[src/rtl/ifetch_pkg.sv]
// ifetch_pkg: shared types and defaults for the instruction fetch unit
package ifetch_pkg;
  localparam logic [31:0] DEFAULT_RESET_PC = 32'h0000_0000;
  localparam logic [31:0] DEFAULT_MEM_SIZE = 32'h0000_8000;
  typedef struct packed {
    logic [31:0] pc;
    logic [31:0] instr;
  } fetch_entry_t;
  typedef enum logic {RUN, FAULT} fetch_state_t;
endpackage

[src/rtl/fetch_fifo.sv]
// fetch_fifo: prefetch buffer; ports clk, rst_n, push/push_entry, pop, flush, count, head (zero when empty)
module fetch_fifo import ifetch_pkg::*; #(
  parameter int DEPTH = 4
) (
  input  logic                       clk,
  input  logic                       rst_n,
  input  logic                       push,
  input  fetch_entry_t               push_entry,
  input  logic                       pop,
  input  logic                       flush,
  output logic [$clog2(DEPTH):0]     count,
  output fetch_entry_t               head
);
  localparam int AW = $clog2(DEPTH);
  localparam int CW = AW + 1;
  fetch_entry_t r_mem [DEPTH];
  logic [AW-1:0] r_rd, r_wr;
  logic [CW-1:0] r_count;
  always_ff @(posedge clk or negedge rst_n)
    if (!rst_n) begin
      r_rd    <= '0;
      r_wr    <= '0;
      r_count <= '0;
    end else if (flush) begin
      r_rd    <= '0;
      r_wr    <= '0;
      r_count <= '0;
    end else begin
      r_wr    <= r_wr + AW'(push);
      r_rd    <= r_rd + AW'(pop);
      r_count <= r_count + CW'(push) - CW'(pop);
    end
  always_ff @(posedge clk)
    if (push && !flush) r_mem[r_wr] <= push_entry;
  assign count = r_count;
  assign head  = r_count != '0 ? r_mem[r_rd] : '0;
endmodule

[src/rtl/instr_fetch.sv]
// instr_fetch: PC generation, in-flight tracking and RUN/FAULT control around a prefetch FIFO.
// Ports: clk, rst_n (async active low), imem_address/imem_instruction (memory, 1-edge latency),
// redirect_valid/redirect_pc, inst_valid/inst_ready/inst_data/inst_pc (consumer), fetch_fault.
// Optional: FETCH_PERF_EN adds fetch_count, a free-running count of consumer pops.
module instr_fetch import ifetch_pkg::*; #(
  parameter logic [31:0] RESET_PC   = DEFAULT_RESET_PC,
  parameter logic [31:0] MEM_SIZE   = DEFAULT_MEM_SIZE,
  parameter int          FIFO_DEPTH = 4
) (
  input  logic        clk,
  input  logic        rst_n,
  output logic [31:0] imem_address,
  input  logic [31:0] imem_instruction,
  input  logic        redirect_valid,
  input  logic [31:0] redirect_pc,
  output logic        inst_valid,
  input  logic        inst_ready,
  output logic [31:0] inst_data,
  output logic [31:0] inst_pc,
  output logic        fetch_fault
`ifdef FETCH_PERF_EN
  ,
  output logic [31:0] fetch_count
`endif
);
  localparam int CW = $clog2(FIFO_DEPTH) + 1;
  fetch_state_t r_state, w_next_state;
  logic [31:0] r_addr, r_inflight_pc;
  logic r_inflight_valid;
  logic [CW-1:0] w_count;
  fetch_entry_t w_head;
  logic w_bad, w_try, w_issue, w_fault_go, w_push, w_pop;
  // in-flight word counts against capacity so a push can never overflow
  assign w_try      = r_state == RUN && !redirect_valid &&
                      (w_count + CW'(r_inflight_valid)) < CW'(FIFO_DEPTH);
  assign w_bad      = r_addr > MEM_SIZE - 32'd4 || r_addr[1:0] != 2'b00;
  assign w_issue    = w_try && !w_bad;
  assign w_fault_go = w_try && w_bad;
  assign w_push     = r_inflight_valid && !redirect_valid;
  assign w_pop      = inst_valid && inst_ready && !redirect_valid;
  always_comb begin
    w_next_state = r_state;
    w_next_state = redirect_valid ? RUN : w_fault_go ? FAULT : r_state;
  end
  always_ff @(posedge clk or negedge rst_n)
    if (!rst_n) r_state <= RUN;
    else        r_state <= w_next_state;
  always_ff @(posedge clk or negedge rst_n)
    if (!rst_n) begin
      r_addr           <= RESET_PC;
      r_inflight_valid <= 1'b0;
      r_inflight_pc    <= '0;
    end else begin
      r_inflight_valid <= w_issue;
      if (redirect_valid) r_addr <= redirect_pc;
      else if (w_issue) begin
        r_inflight_pc <= r_addr;
        r_addr        <= r_addr + 32'd4;
      end
    end
  fetch_fifo #(.DEPTH(FIFO_DEPTH)) u_fifo (
    .clk        (clk),
    .rst_n      (rst_n),
    .push       (w_push),
    .push_entry ('{pc: r_inflight_pc, instr: imem_instruction}),
    .pop        (w_pop),
    .flush      (redirect_valid),
    .count      (w_count),
    .head       (w_head)
  );
  assign imem_address = r_addr;
  assign inst_valid   = w_count != '0;
  assign inst_data    = w_head.instr;
  assign inst_pc      = w_head.pc;
  assign fetch_fault  = r_state == FAULT;
`ifdef FETCH_PERF_EN
  logic [31:0] r_fetch_count;
  always_ff @(posedge clk or negedge rst_n)
    if (!rst_n)     r_fetch_count <= '0;
    else if (w_pop) r_fetch_count <= r_fetch_count + 32'd1;
  assign fetch_count = r_fetch_count;
`endif
endmodule

[config.mk]
export PLATFORM = sky130hd
export DESIGN_NAME = instr_fetch
export DESIGN_NICKNAME = d
export VERILOG_FILES = /design/src/rtl/ifetch_pkg.sv /design/src/rtl/fetch_fifo.sv /design/src/rtl/instr_fetch.sv
export SDC_FILE = /design/constraint.sdc
export NUM_CORES = 1
export LEC_CHECK = 0
export BUFFER_PORTS_ARGS = -buffer_cell sky130_fd_sc_hd__buf_4
export CORE_MARGIN = 10
export CORE_UTILIZATION = 55
export CTS_CLUSTER_SIZE = 25
export DETAILED_ROUTE_END_ITERATION = 7
export PLACE_DENSITY = 0.76
export SETUP_SLACK_MARGIN = 0.05
export SLEW_MARGIN = 40
export SYNTH_ARGS = -nofsm -noshare
export SYNTH_HDL_FRONTEND = slang
export SYNTH_SLANG_ARGS = --single-unit
[constraint.sdc]
create_clock -name clk -period 15.07 [get_ports clk]
set_input_delay 1.507 -clock clk [delete_from_list [all_inputs] [get_ports clk]]
set_output_delay 1.507 -clock clk [all_outputs]
set_load 0.01 [all_outputs]
Word-level counts from Yosys, hierarchy flattened --
Memory sizes are Yosys's and may differ from the RTL's. Cells that the tools add are included. Widths: inputs -> output; s select.
Word-level totals: logic and storage cells 44, input bits 68, memories kept 1, output and inout bits 98, bits in registers 73, bits in writable memories 256
Memories:
- u_fifo.r_mem | words 4, bits a word 64, rd ports 1, clocked after memory_dff 0, wr ports 1, RTL line fetch_fifo.sv:16 | fetch_entry_t r_mem [DEPTH];
Operators by class: bitwise operators 2, $add $sub $neg 6, reduce and logical (&&, ||, !) cells 16, muxes and demuxes 10, $lt $le $gt $ge 2
Operator list (count):
- $mux 32 | 2
- $mux 64 | 1
- $add 32x3->32 const B | 1
- $gt 32x15->1 const B | 1
- $logic_and 1x1->1 | 8
- $add 3x1->3 | 2
- $reduce_bool 2->1 | 3
- $add 2x1->2 | 2
- $mux 1 | 4
- $mux 2 | 2
- $lt 3x3->1 const B | 1
- $mux 3 | 1
- $reduce_bool 3->1 | 1
- $sub 3x1->3 | 1
- $logic_not 1->1 | 2
- $not 1->1 | 2
- $reduce_and 2->1 | 1
- $logic_or 1x1->1 | 1

Longest topological paths before layout --
depth in word-level cells 6, depth in mapped cells 10, gate-level depth less buffers 9

Hierarchy --
Synthesis repeated with hierarchy kept, for this count alone.
Second synthesis, totals: cells, all modules 646, area total of the unflattened synthesis 12861.1 µm²
By module, submodules not included:
- fetch_fifo | area each 10116.0 µm², cells each 436, times used 1
- instr_fetch | area each 2745.1 µm², cells each 210, times used 1

Least setup slack after synthesis --
No wires, ideal clock.
path kind in2reg, start input redirect_valid, end memory u_fifo.r_mem[2][0] in the netlist's numbering (enable), setup time 0.578 ns, stages on the path 3, arrival 6.589 ns, slack 7.903 ns, cells stage by stage clkbuf_1 nand2b_1 nor3b_1
Between the ends: cells in the longest elaborated chain, start to end 5
RTL lines:
- start, declared | RTL line instr_fetch.sv:14 | input logic redirect_valid,
- $logic_not 1->1 (*) | RTL line fetch_fifo.sv:34, instr_fetch.sv:39
- $logic_and 1x1->1 | RTL line instr_fetch.sv:39 | assign w_push = r_inflight_valid && !redirect_valid;
- $logic_and 1x1->1 (*) | RTL line fetch_fifo.sv:34 | if (push && !flush) r_mem[r_wr] <= push_entry;
- $mux 1 (*) | RTL line fetch_fifo.sv:34
- $mux 1 (not written as such) (*) | RTL line fetch_fifo.sv:34
- end, declared | RTL line fetch_fifo.sv:16
Mark *: on every way between the ends. The rest lies on a longest branch, timed or not.

Worst setup path after layout --
start register u_fifo.r_rd[0], end output inst_pc[1]
Between the ends: cells in the longest elaborated chain, start to end 2
RTL lines:
- start, declared | RTL line fetch_fifo.sv:17 | logic [AW-1:0] r_rd, r_wr;
- start signal, assigned | RTL line fetch_fifo.sv:30 | r_rd <= r_rd + AW'(pop);
- $mem_v2 4x64
- $mux 64 | RTL line fetch_fifo.sv:36 | assign head = r_count != '0 ? r_mem[r_rd] : '0;
- end, declared | RTL line instr_fetch.sv:19 | output logic [31:0] inst_pc,
Every way passes these cells.

==> reports/qor.csv <==
metric,value,unit
status,completed,
#FFs+latches synth,329,
min Tclk post-route,4.29,ns
Core ar.,22700,um^2
clock buffer depth,3,
post-DP HPWL,15800,um
Synth top cells by count,"edfxtp_1, dfrtp_1, and2_1",
sequential element share of the synthesized area,74.8,%
Worst Path Buf+Inv,2,
initial antenna violation count,1,
slowest stage cell on the critical path,dfrtp_4,
Synth area leaders,"edfxtp_1, dfrtp_1, mux4_2",
first-pass iteration count of the detailed router,4,
worst path cell trace,buf_6 -> mux4_2 -> and2_1 -> buf_4,
Design Power,2230,uW
Initial Utilization,56.0,%
Flop pwr share,45.1,%
Final Util,67.5,%
post-route ant nets,0,
routability cong.,0.811,
critical path class,register to primary output,
Pleak,0.00560,uW
Total GRT Usage,17.3,%
H-tree depth,1,
max-slew violations,0,
largest net degree at the start of global routing,74,
cell depth of the worst flop-to-flop path,5,
vias,6482,
Layout Cells excl Fill,1140,
Max-cap violations,0,
Crit path arrival time,2.78,ns
"Distinct cells, synth",34,
worst-margin pin slew,0.772,ns
CTS Buf Count,31,
Slew headroom,48.5,%
"Clk Latency, worst-skew pair",0.55,ns
initial drt markers,391,
Max IR drop VDD,0.0787,mV
Mapped Nets,733,
Post-synth ARST share,22.2,%
skew final,0.0141,ns
Mapped Area,12700,um^2
Max Clock Freq,0.233,GHz
Critical Path Start Type,register,
pwr dens,145,nW/um^2
setup tns final,0,ns
Internal,1680,uW
Switching Share,24.5,%
DR vias/cell,5.69,
Die H,172,um
final net count,905,
hold_buf cts,0,
clk root buf,clkbuf_16,
ANT cells,0,
fin crit share,28.5,%
die width,172,um
"EDFF count, synth",256,
Crit path max-delay family,buffers and inverters,
Yosys top cell by area,edfxtp_1,
Inst Count DP,1083,
synthesized instance count,659,
Crit path depth,4,
Synth Warn #,0,
CP endpoint kind,primary output,
Area Overhead vs Synth,20.6,%
Clock Power Share,34.5,%
cts repair resizes,0,
final WL,25500,um
PortBufs,165,
combinational power share,20.4,%
Die Area,29600,um^2
syn_area_per_cell,19.3,um^2
most common cell in the synthesized netlist,edfxtp_1,
worst hold stages,0,
crit-path max FO,47,
# IOs,166,
Setup-failing EPs final,0,
top-area cell type share of the netlist area,60.4,%
Synth Flop Type,edfxtp_1,
RSZ-0062 raised after global routing,false,
Hold WC Path Type,register to register,
Post-CTS Setup Inserts,0,
Worst-path clk slew,0.06,ns
crit-path max cell delay,0.68,ns
clk sink count,329,
Critical Path RT,13.56,ns
Wirelength per Cell,22.3,um
CTS tree,done,
share of layout cells above drive strength 1,37.8,%
Net Switching,547,uW
global-route wire length before repair,40000,um
Residual DRC,0,
Hold Fails Final Rpt,0,
total grt overflow,0,
number of global-route vias before repair,7119,
row cnt,55,
power groups by stage:
stage	Sequential [uW]	Clock (uW)	Combinational, uW
2_1_floorplan	1020	0	227
3_3_place_gp	1020	0	464
3_5_place_dp	1020	0	468
4_1_cts	1000	786	469
5_1_grt	1010	825	494
6_report	1000	768	455
layout by cell type, fill, tap and decap left out, drive strengths merged:
| cell | synthesis | final |
|---|---|---|
| dfrtp | 73 | 73 |
| nor4 | 17 | 17 |
| o21ba | 1 | 1 |
| edfxtp | 256 | 256 |
| bufinv | 0 | 4 |
| mux4 | 64 | 64 |
| inv | 4 | 4 |
| nor3b | 1 | 1 |
| or4 | 3 | 3 |
| or3 | 3 | 3 |
| nand3 | 5 | 5 |
| nand4 | 3 | 3 |
| a22oi | 1 | 1 |
| o21ai | 12 | 12 |
| ha | 5 | 5 |
| clkbuf | 26 | 39 |
| mux2 | 31 | 31 |
| nand2 | 19 | 19 |
| nand2b | 4 | 4 |
| mux2i | 1 | 1 |
| xnor2 | 13 | 13 |
| buf | 10 | 175 |
| nor3 | 1 | 1 |
| o31a | 3 | 3 |
| and3b | 1 | 1 |
| and2 | 66 | 66 |
| fa | 1 | 1 |
| and3 | 3 | 3 |
| xor2 | 2 | 2 |
| clkinv | 0 | 12 |
| clkinvlp | 0 | 2 |
| and4 | 2 | 2 |
| nor2 | 6 | 6 |
| nor2b | 22 | 22 |
flip-flops by register name (all words and copies together), names as in the netlist:
register	count
u_fifo.r_mem	256
imem_address	32
r_inflight_pc	32
u_fifo.count	3
u_fifo.r_rd	2
u_fifo.r_wr	2
fetch_fault	1
r_inflight_valid	1
layer usage:
| layer | vias up | GRT usage (%) | routed length [um] |
|---|---|---|---|
| met4 | 2 | 4.42 | 428 |
| li1 | 2909 | - | - |
| met1 | 3304 | 22.3 | 10400 |
| met5 | - | 0 | 11 |
| met3 | 41 | 4.83 | 2100 |
| met2 | 226 | 28.6 | 12500 |
path summary, 6_finish.rpt:
| path | start | endpoint | slack (ns) |
|---|---|---|---|
| setup / recovery | u_fifo.r_rd[0]$_DFF_PN0_ | inst_pc[1] | 10.78 |
| hold / removal | r_inflight_pc[29]$_DFFE_PN0P_ | u_fifo.r_mem[0][61]$_DFFE_PP_ | 0.51 |
| setup reg to reg | imem_address[28]$_DFFE_PN0P_ | imem_address[7]$_DFFE_PN0P_ | 12.12 |
| hold reg to reg | r_inflight_pc[29]$_DFFE_PN0P_ | u_fifo.r_mem[0][61]$_DFFE_PP_ | 0.51 |
| max in group asynchronous | rst_n | u_fifo.r_rd[0]$_DFF_PN0_ | 13.53 |
| min in group asynchronous | rst_n | imem_address[11]$_DFFE_PN0P_ | 0.98 |
stage by stage:
step	hold slack [ns]	setup WS [ns]	instance area (um^2)
2_1_floorplan	0.469	7.90	12700
3_3_place_gp	0.480	11.04	14300
3_5_place_dp	0.499	11.06	14300
4_1_cts	0.515	10.66	15300
5_1_grt	0.532	10.56	15300
6_report	0.509	10.78	15300
final cells by class:
cell class,instances,area [um^2]
timing repair buffer,175,1350
clock buffer,39,836
fill,1516,7370
multi-input combinational,290,3080
tap,285,357
inverter,4,15.0
sequential,329,9520
clock inverter,18,185
kinds of logic after synthesis:
| logic type | count (synthesis) | share of synthesized area [%] |
|---|---|---|
| multiplexers | 96 | 14.2 |
| AO/OA/AOI/OAI | 17 | 0.816 |
| buffers and inverters | 40 | 1.24 |
| adder cells (fa/ha/maj) | 6 | 0.649 |
| flip-flops | 329 | 74.8 |
| AND/OR/NAND/NOR | 156 | 7.34 |
| XOR/XNOR | 15 | 1.03 |
Note: power is estimated with default switching activity, not from simulation.
